<file path="src/rtl/seg7_pkg.sv">
// rtl/seg7_pkg.sv - shared 7-segment pattern constants, FSM state types and pattern decoder
package seg7_pkg;

  typedef logic [6:0] seg_t;

  // Active-low patterns, bit0 = a .. bit6 = g
  localparam seg_t SEG_0 = 7'b1000000;
  localparam seg_t SEG_1 = 7'b1111001;
  localparam seg_t SEG_2 = 7'b0100100;
  localparam seg_t SEG_3 = 7'b0110000;
  localparam seg_t SEG_4 = 7'b0011001;
  localparam seg_t SEG_5 = 7'b0010010;
  localparam seg_t SEG_6 = 7'b0000010;
  localparam seg_t SEG_7 = 7'b1111000;
  localparam seg_t SEG_8 = 7'b0000000;
  localparam seg_t SEG_9 = 7'b0010000;
  localparam seg_t SEG_A = 7'b0001000;
  localparam seg_t SEG_B = 7'b0000011;
  localparam seg_t SEG_C = 7'b1000110;
  localparam seg_t SEG_D = 7'b0100001;
  localparam seg_t SEG_E = 7'b0000110;
  localparam seg_t SEG_F = 7'b0001110;

  typedef enum logic {WAIT_STABLE, ARMED} cap_state_e;
  typedef enum logic {EMPTY, FULL} out_state_e;

  // Returns {legal, nibble}; unknown patterns come back with legal = 0
  function automatic logic [4:0] seg_to_nibble(seg_t s);
    case (s)
      SEG_0:   return {1'b1, 4'h0};
      SEG_1:   return {1'b1, 4'h1};
      SEG_2:   return {1'b1, 4'h2};
      SEG_3:   return {1'b1, 4'h3};
      SEG_4:   return {1'b1, 4'h4};
      SEG_5:   return {1'b1, 4'h5};
      SEG_6:   return {1'b1, 4'h6};
      SEG_7:   return {1'b1, 4'h7};
      SEG_8:   return {1'b1, 4'h8};
      SEG_9:   return {1'b1, 4'h9};
      SEG_A:   return {1'b1, 4'hA};
      SEG_B:   return {1'b1, 4'hB};
      SEG_C:   return {1'b1, 4'hC};
      SEG_D:   return {1'b1, 4'hD};
      SEG_E:   return {1'b1, 4'hE};
      SEG_F:   return {1'b1, 4'hF};
      default: return {1'b0, 4'h0};
    endcase
  endfunction

endpackage

</file>
<file path="src/rtl/seg7_sync.sv">
// rtl/seg7_sync.sv - parameterised-width two-flop synchronizer
module seg7_sync #(
  parameter int W = 1
) (
  input  logic         clk,
  input  logic         rst_n,
  input  logic [W-1:0] d_i,
  output logic [W-1:0] q_o
);

  logic [W-1:0] meta_q;
  logic [W-1:0] sync_q;

  always_ff @(posedge clk or negedge rst_n) begin
    if (!rst_n) begin
      meta_q <= '0;
      sync_q <= '0;
    end else begin
      meta_q <= d_i;
      sync_q <= meta_q;
    end
  end

  assign q_o = sync_q;

endmodule

</file>
<file path="src/rtl/seg7_scan_decoder.sv">
// rtl/seg7_scan_decoder.sv - samples a multiplexed active-low 7-segment bus and rebuilds hex frames
module seg7_scan_decoder
  import seg7_pkg::*;
#(
  parameter int NUM_DIGITS    = 4,
  parameter int STABLE_CYCLES = 8
) (
  input  logic                    clk,
  input  logic                    rst_n,
  input  logic [6:0]              seg_in,
  input  logic [NUM_DIGITS-1:0]   dig_sel,
  input  logic                    clear,
  output logic [4*NUM_DIGITS-1:0] value_out,
  output logic                    out_valid,
  input  logic                    out_ready,
  output logic [NUM_DIGITS-1:0]   digit_valid,
  output logic                    illegal_seg,
  output logic                    bus_err
);

  localparam int                  CNT_W   = $clog2(STABLE_CYCLES + 1);
  localparam int                  SMP_W   = 7 + NUM_DIGITS;
  localparam logic [CNT_W-1:0]    CNT_MAX = CNT_W'(STABLE_CYCLES - 1);
  localparam logic [NUM_DIGITS-1:0] DIG_ONE = NUM_DIGITS'(1);

  logic [SMP_W-1:0] smp;
  logic [6:0]       s_seg;
  logic [NUM_DIGITS-1:0] s_dig;

  seg7_sync #(.W(SMP_W)) u_sync (
    .clk   (clk),
    .rst_n (rst_n),
    .d_i   ({seg_in, dig_sel}),
    .q_o   (smp)
  );

  assign s_seg = smp[SMP_W-1:NUM_DIGITS];
  assign s_dig = smp[NUM_DIGITS-1:0];

  logic [SMP_W-1:0]                 prev_q;
  logic [CNT_W-1:0]                 cnt_q, cnt_d;
  cap_state_e                       cap_q, cap_d;
  out_state_e                       out_q, out_d;
  logic [NUM_DIGITS-1:0][3:0]       slot_q, slot_d;
  logic [NUM_DIGITS-1:0]            dv_q, dv_d;
  logic [4*NUM_DIGITS-1:0]          val_q, val_d;
  logic                             ill_q, ill_d;
  logic                             bus_q, bus_d;

  logic       changed;
  logic       do_cap;
  logic [4:0] dec;
  logic       dig_any;
  logic       dig_multi;

  assign changed   = (smp != prev_q);
  assign dec       = seg_to_nibble(s_seg);
  assign dig_any   = |s_dig;
  assign dig_multi = dig_any && ((s_dig & (s_dig - DIG_ONE)) != '0);

  always_comb begin
    cnt_d  = cnt_q;
    cap_d  = cap_q;
    do_cap = 1'b0;
    out_d  = out_q;
    slot_d = slot_q;
    dv_d   = dv_q;
    val_d  = val_q;
    ill_d  = ill_q;
    bus_d  = bus_q;

    if (changed) begin
      cnt_d = '0;
      cap_d = WAIT_STABLE;
    end else begin
      if (cnt_q != CNT_MAX) cnt_d = cnt_q + CNT_W'(1);
      if (cap_q == WAIT_STABLE && cnt_q == CNT_MAX) begin
        cap_d  = ARMED;
        do_cap = 1'b1;
      end
    end

    // Frame handoff runs before capture so a same-edge capture re-sets its bit
    if (out_q == EMPTY && (&dv_q)) begin
      val_d = slot_q;
      out_d = FULL;
      dv_d  = '0;
    end else if (out_q == FULL && out_ready) begin
      out_d = EMPTY;
    end

    if (do_cap && dig_any) begin
      if (dig_multi) begin
        bus_d = 1'b1;
      end else if (!dec[4]) begin
        ill_d = 1'b1;
      end else begin
        for (int i = 0; i < NUM_DIGITS; i++) begin
          if (s_dig[i]) begin
            slot_d[i] = dec[3:0];
            dv_d[i]   = 1'b1;
          end
        end
      end
    end

    // clear flushes bookkeeping but leaves captured data and the stability tracker alone
    if (clear) begin
      slot_d = slot_q;
      val_d  = val_q;
      dv_d   = '0;
      out_d  = EMPTY;
      ill_d  = 1'b0;
      bus_d  = 1'b0;
    end
  end

  always_ff @(posedge clk or negedge rst_n) begin
    if (!rst_n) begin
      prev_q <= '0;
      cnt_q  <= '0;
      cap_q  <= WAIT_STABLE;
      out_q  <= EMPTY;
      slot_q <= '0;
      dv_q   <= '0;
      val_q  <= '0;
      ill_q  <= 1'b0;
      bus_q  <= 1'b0;
    end else begin
      prev_q <= smp;
      cnt_q  <= cnt_d;
      cap_q  <= cap_d;
      out_q  <= out_d;
      slot_q <= slot_d;
      dv_q   <= dv_d;
      val_q  <= val_d;
      ill_q  <= ill_d;
      bus_q  <= bus_d;
    end
  end

  assign value_out   = val_q;
  assign out_valid   = (out_q == FULL);
  assign digit_valid = dv_q;
  assign illegal_seg = ill_q;
  assign bus_err     = bus_q;

endmodule

</file>
<file path="config.mk">
export PLATFORM = sky130hd
export DESIGN_NAME = seg7_scan_decoder
export DESIGN_NICKNAME = d
export VERILOG_FILES = /design/src/rtl/seg7_pkg.sv /design/src/rtl/seg7_sync.sv /design/src/rtl/seg7_scan_decoder.sv
export SDC_FILE = /design/constraint.sdc
export NUM_CORES = 1
export LEC_CHECK = 0
export BUFFER_PORTS_ARGS = -buffer_cell sky130_fd_sc_hd__clkbuf_2
export CORE_UTILIZATION = 30
export DETAILED_ROUTE_END_ITERATION = 10
export SLEW_MARGIN = 30
export SYNTH_ARGS = -nofsm -noshare
export SYNTH_HDL_FRONTEND = slang
export SYNTH_SLANG_ARGS = --single-unit
</file>
<file path="constraint.sdc">
create_clock -name clk -period 3 [get_ports clk]
set_clock_uncertainty 0.15 [all_clocks]
set_input_delay 0.45 -clock clk [delete_from_list [all_inputs] [get_ports clk]]
set_output_delay 0.45 -clock clk [all_outputs]
set_load 0.005 [all_outputs]
</file>
==> results of run 1 <==
==> worst max-delay path: stages, from the launching register on <==
cell	delay, ns
dfrtp_1	0.53
or4_4	0.56
a211oi_4	0.30
a211oi_4	0.11
a211oi_4	0.41
mux2_1	0.36
==> layout make-up <==
class	count	area, um^2	share of cell area (%)
clock buffer	12	165	4.39
clock inverter	3	67.6	1.79
inverter	4	15.0	0.399
multi-input combinational	140	1180	31.3
sequential	77	1930	51.2
tap	136	170	4.52
timing repair buffer	44	244	6.48
==> worst paths after layout <==
| check | endpoint | from | slack (ns) | depth (start not counted) |
|---|---|---|---|---|
| setup / recovery | slot_q[14]$_DFFE_PN0P_ | u_sync.q_o[8]$_DFF_PN0_ | 0.45 | 5 |
| hold / removal | u_sync.meta_q[7]$_DFF_PN0_ | rst_n | -0.03 | 1 |
| setup reg to reg | slot_q[14]$_DFFE_PN0P_ | u_sync.q_o[8]$_DFF_PN0_ | 0.45 | 5 |
| hold reg to reg | u_sync.q_o[7]$_DFF_PN0_ | u_sync.meta_q[7]$_DFF_PN0_ | 0.20 | 0 |
| max in group asynchronous | digit_valid[0]$_DFF_PN0_ | rst_n | 2.26 | 1 |
| min in group clk | u_sync.meta_q[5]$_DFF_PN0_ | seg_in[1] | 0.06 | 1 |
==> registers in the layout, indices dropped and copies added, names as in the netlist <==
signal         flops
bus_err            1
cap_q              1
cnt_q              4
digit_valid        4
illegal_seg        1
out_valid          1
prev_q            11
slot_q            16
u_sync.meta_q     11
u_sync.q_o        11
value_out         16
==> where the power goes <==
part           internal (mW)  leakage, nW  switching (mW)
sequential              1.06         1.00          0.0225
combinational         0.0355        0.658          0.0561
clock                  0.532        0.115           0.360
total                   1.63         1.77           0.439
==> per-layer routing <==
| layer | wire length [um] | vias up | track usage [%] |
|---|---|---|---|
| met5 | 0 | - | 0 |
| met4 | 79 | 0 | 5.43 |
| met3 | 223 | 8 | 3.68 |
| met2 | 2540 | 36 | 16.6 |
| met1 | 2880 | 978 | 16.0 |
| li1 | - | 913 | - |
==> logic make-up (layout without fill, tap and decap cells) <==
| kind of cell | Yosys count | count (layout) |
|---|---|---|
| muxes | 33 | 33 |
| DFF | 77 | 77 |
| xor gates and xnor gates | 13 | 13 |
| buffers and inverters | 15 | 63 |
| and+or+nand+nor | 58 | 58 |
| adders and majority gates | 2 | 2 |
| AOI/OAI and AO/OA | 34 | 34 |
==> cell usage in the layout, fill, tap and decap left out, types with 5 or more instances in the layout <==
master and n:
dfrtp_1 77, clkbuf_2 36, mux2_1 16, mux2_2 16, clkbuf_8 12, xor2_1 11, nor2_1 10, a21oi_1 9
nor3_1 7, buf_4 7, a211oi_4 6, nand3_1 5
==> impl_metrics.json, run 1 <==
{
  "status": "complete, but fails checks",
  "violations": "hold timing",
  "clk_pin_slew_ns": 0.07,
  "ctsResizeCount": 0,
  "post_cts_buffers": 0,
  "die_width_um": 105,
  "synthCells": 232,
  "ys_seq_area_share_pct": 60.5,
  "diodes": 0,
  "synthTopCellsByArea": "dfrtp_1 61%, mux2_1 5.7%, mux2_2 5.7%",
  "yosys_warnings": 0,
  "pre_cts_ws_ns": 0.471,
  "fin_crit_sh_pct": 84.9,
  "synth_enable_flop_cells": 0,
  "max-vdd-ir-drop_uv": 215,
  "synth_top_family_by_area": "multiplexers",
  "tightest_slew_ns": 0.681,
  "ys_types": 46,
  "yosys.area.top_type_share_pct": 60.5,
  "worstSkewPairLatency_ns": 0.34,
  "timing.fmax_mhz": 393,
  "synth_top_area_cell": "dfrtp_1",
  "synth-simple-area-share_pct": 11.4,
  "p_leak_nw": 1.77,
  "fin_hold_ws_ns": -0.0329,
  "drc": 0,
  "dr.pass1.iters": 4,
  "drt_wl_total_um": 5720,
  "grt_pass1_wl_um": 9790,
  "setup_ws_ns": 0.453,
  "synth_area_um2": 3180,
  "antenna_found_initial": 0,
  "wl_per_cell_um": 13.8,
  "placedCellCount": 401,
  "synth.avg_cell_area_um2": 13.7,
  "synth_compound_area_share_pct": 9.71,
  "final_cell_count_no_fill": 416,
  "ios": 38,
  "synth_ff_type": "dfrtp_1",
  "grt_pass1_vias": 1939,
  "powerDensity_nw_per_um2": 549,
  "slew_headroom_pct": 54.6,
  "setup.worst_path.end_class": "flop",
  "portBuffers": 37,
  "ctsHoldBuffers": 0,
  "cts-root-buf": "clkbuf_8",
  "min_period_ns": 2.55,
  "cts_tree": "yes",
  "grt_max_degree": 78,
  "place_congestion": 0.724,
  "area_growth_pct": 18.3,
  "postPlaceCellArea_um2": 3530,
  "synthMuxAreaShare_pct": 11.6,
  "rows": 37,
  "nets": 292,
  "cts_buffers": 9,
  "drt.antenna.violating_nets": 0,
  "hpwl_um": 3910,
  "fin_util_pct": 36.5,
  "clk_path_buf_depth": 2,
  "synth_nets": 248,
  "num-fill-cells": 1016,
  "h-tree-depth": 3,
  "hold_violations": 40,
  "synth_commonest_cells": "77 x dfrtp_1, 16 x mux2_1, 16 x mux2_2, 11 x xor2_1, 10 x nor2_1",
  "fp.coreArea_um2": 10300,
  "criticalPathCategory": "reg -> reg",
  "initial_core_util_pct": 30.8,
  "drive_gt1_share_pct": 31.4,
  "path_max_fanout": 13,
  "synth-async-reset-ratio_pct": 100,
  "setup_tns_ns": 0,
  "grt_use_total_pct": 11.6,
  "via_per_inst": 4.65,
  "slew_violations": 0,
  "synth_xor_area_share_pct": 3.58,
  "hold_path.class": "in -> async",
  "power_mw": 2.07,
  "die_area_um2": 11000,
  "cp.arrival_ns": 2.62,
  "first_iter_violations": 85,
  "yosys_register_bits": 77,
  "setup_viol": 0,
  "maxCapViolCount": 0,
  "clock-sinks": 77,
  "overflow": 0,
  "via_count": 1935,
  "synth_fa_ha_area_share_pct": 0.708,
  "die_h_um": 105,
  "synth.most_common_cell": "dfrtp_1",
  "rsz0062_at_grt": "no",
  "postLayoutCellArea_um2": 3770,
  "critPathLaunchType": "flop",
  "worstPathRequired_ns": 3.08
}
(Power assumes the default switching activity.)
==> run 2, diff against run 1 <==
- clock period: 3 -> 2.5 ns (I/O delays scaled with it)
==> impl_metrics.json, run 2 (synthesis results as in run 1) <==
{
  "worstHoldPathCells": 3,
  "timing.fmax_mhz": 413,
  "die_width_um": 105,
  "final_cell_count_no_fill": 448,
  "power_mw": 2.57,
  "grt_util_met2_pct": 18.9,
  "setup.worst_path.end_class": "flop",
  "pre_cts_ws_ns": -0.00891,
  "wl_per_cell_um": 14.0,
  "die_h_um": 105,
  "grt_max_degree": 47,
  "setup_tns_ns": 0,
  "initial_core_util_pct": 30.8,
  "drive_gt1_share_pct": 35.9,
  "drc": 0,
  "drt.antenna.violating_nets": 0,
  "fp.coreArea_um2": 10300,
  "grt_most_used_layer": "met2",
  "drt_wl_total_um": 6260,
  "grt_use_met1_pct": 16.5,
  "place_congestion": 0.821,
  "r2r-end": "slot_q[7]$_DFFE_PN0P_",
  "max-vdd-ir-drop_uv": 211,
  "met3_usage_pct": 3.99,
  "powerDensity_nw_per_um2": 632,
  "setup_ws_ns": 0.0758,
  "min_period_ns": 2.42,
  "dr.pass1.iters": 4,
  "crit_chain": "or4_4, a211oi_4, a211oi_4, a211oi_4, mux2_1",
  "nets": 323,
  "fin_crit_sh_pct": 97.0,
  "grt_use_total_pct": 12.4,
  "tightest_slew_ns": 0.649,
  "hold_end": "out_valid$_DFFE_PN0P_",
  "reg2reg_from": "u_sync.q_o[4]$_DFF_PN0_",
  "hpwl_um": 4370,
  "grt_pass1_wl_um": 10600,
  "slew_violations": 0,
  "mostFrequentLayoutCells": "74 x dfrtp_1, 36 x clkbuf_2, 25 x buf_4, 16 x mux2_2, 14 x mux2_1",
  "placedCellCount": 416,
  "cts_tree": "yes",
  "via_count": 2089,
  "cts-root-buf": "clkbuf_8",
  "status": "complete, no violations",
  "clk_pin_slew_ns": 0.07,
  "overflow": 0,
  "maxCapViolCount": 0,
  "die_area_um2": 11000,
  "path_max_fanout": 5,
  "critPathLaunchType": "flop",
  "worstPathRequired_ns": 2.58,
  "antenna_found_initial": 0,
  "setup_viol": 0,
  "clock-sinks": 77,
  "ff2ff_setup_slack_ns": 0.08,
  "clk_path_buf_depth": 2,
  "first_iter_violations": 99,
  "fin_hold_ws_ns": 0.143,
  "rows": 37,
  "worstSkewPairLatency_ns": 0.35,
  "cp_slowest_cell": "or4_4",
  "cp.arrival_ns": 2.50,
  "h-tree-depth": 3,
  "hold_path.class": "in -> reg",
  "slew_headroom_pct": 56.1,
  "reg2reg_depth": 5,
  "min_from": "out_ready",
  "via_per_inst": 4.66,
  "ios": 38,
  "portBuffers": 37,
  "grt_pass1_vias": 2115,
  "criticalPathCategory": "reg -> reg",
  "layout_commonest_cell": "dfrtp_1",
  "area_growth_pct": 27.9,
  "hold_violations": 0,
  "p_leak_nw": 1.93,
  "max_stage_delay_ns": 0.56,
  "cts_buffers": 9,
  "diodes": 0,
  "critPathMostFrequentCell": "a211oi_4"
}
-- run 2: cell count changes in the layout (fill, tap and decap cells not counted), sizes merged --
cell	previous run	this run
buf	8	26
bufinv	2	3
clkinv	0	1
clkinvlp	1	0
dlygate4sd3	0	12
dlymetal6s2s	0	1
-- run 2: repair_timing --
| action | in CTS | in global routing |
|---|---|---|
| hold buffers | 12 | 0 |
| resized for setup | 1 | 7 |
| setup endpoints to repair | 6 | 16 |
| hold endpoints to repair | 42 | 0 |
| pin swaps | 1 | 3 |
| setup buffers | 0 | 4 |
-- run 2: cell type report --
type,count,area (um^2)
Fill cell,983,6250
Sequential cell,77,1930
Multi-Input combinational cell,140,1190
Timing Repair Buffer,75,520
Tap cell,136,170
Clock buffer,12,145
Clock inverter,4,95.1
Inverter,4,15.0
-- run 2: per-stage QoR --
step | area [um^2] | utilization (%)
global route | 4070 | 39.4
finish | 4070 | 39.4
global placement | 3650 | 35.4
floorplan | 3180 | -
detailed placement | 3650 | 35.4
CTS | 4020 | 38.9
-- run 2: power breakdown --
part           internal (mW)  switching [mW]  total, mW  leakage (nW)
Clock                  0.690           0.438       1.13         0.121
Combinational         0.0696          0.0850      0.155         0.814
Sequential              1.27          0.0175       1.29         0.997
-- run 2: worst max path at each step --
stage,cells past startpoint,end,from
floorplan,6,slot_q[12]$_DFFE_PN0P_,u_sync.q_o[7]$_DFF_PN0_
global placement,5,slot_q[10]$_DFFE_PN0P_,u_sync.q_o[7]$_DFF_PN0_
detailed placement,5,slot_q[5]$_DFFE_PN0P_,u_sync.q_o[7]$_DFF_PN0_
CTS,5,slot_q[14]$_DFFE_PN0P_,u_sync.q_o[7]$_DFF_PN0_
global route,5,slot_q[5]$_DFFE_PN0P_,u_sync.q_o[8]$_DFF_PN0_
finish,5,slot_q[7]$_DFFE_PN0P_,u_sync.q_o[4]$_DFF_PN0_
-- run 2: metal layers --
metal	wire [um]	part of all wire [%]
met5	0	0
met4	89	1.4
met3	210	3.4
met2	2990	48
met1	2970	47
-- run 2: worst max-delay path, delay by kind of cell (launching register included) --
family	cells	cell delay [ns]
simple gates	1	0.56
compound gates	3	0.79
mux	1	0.37
flops	1	0.44
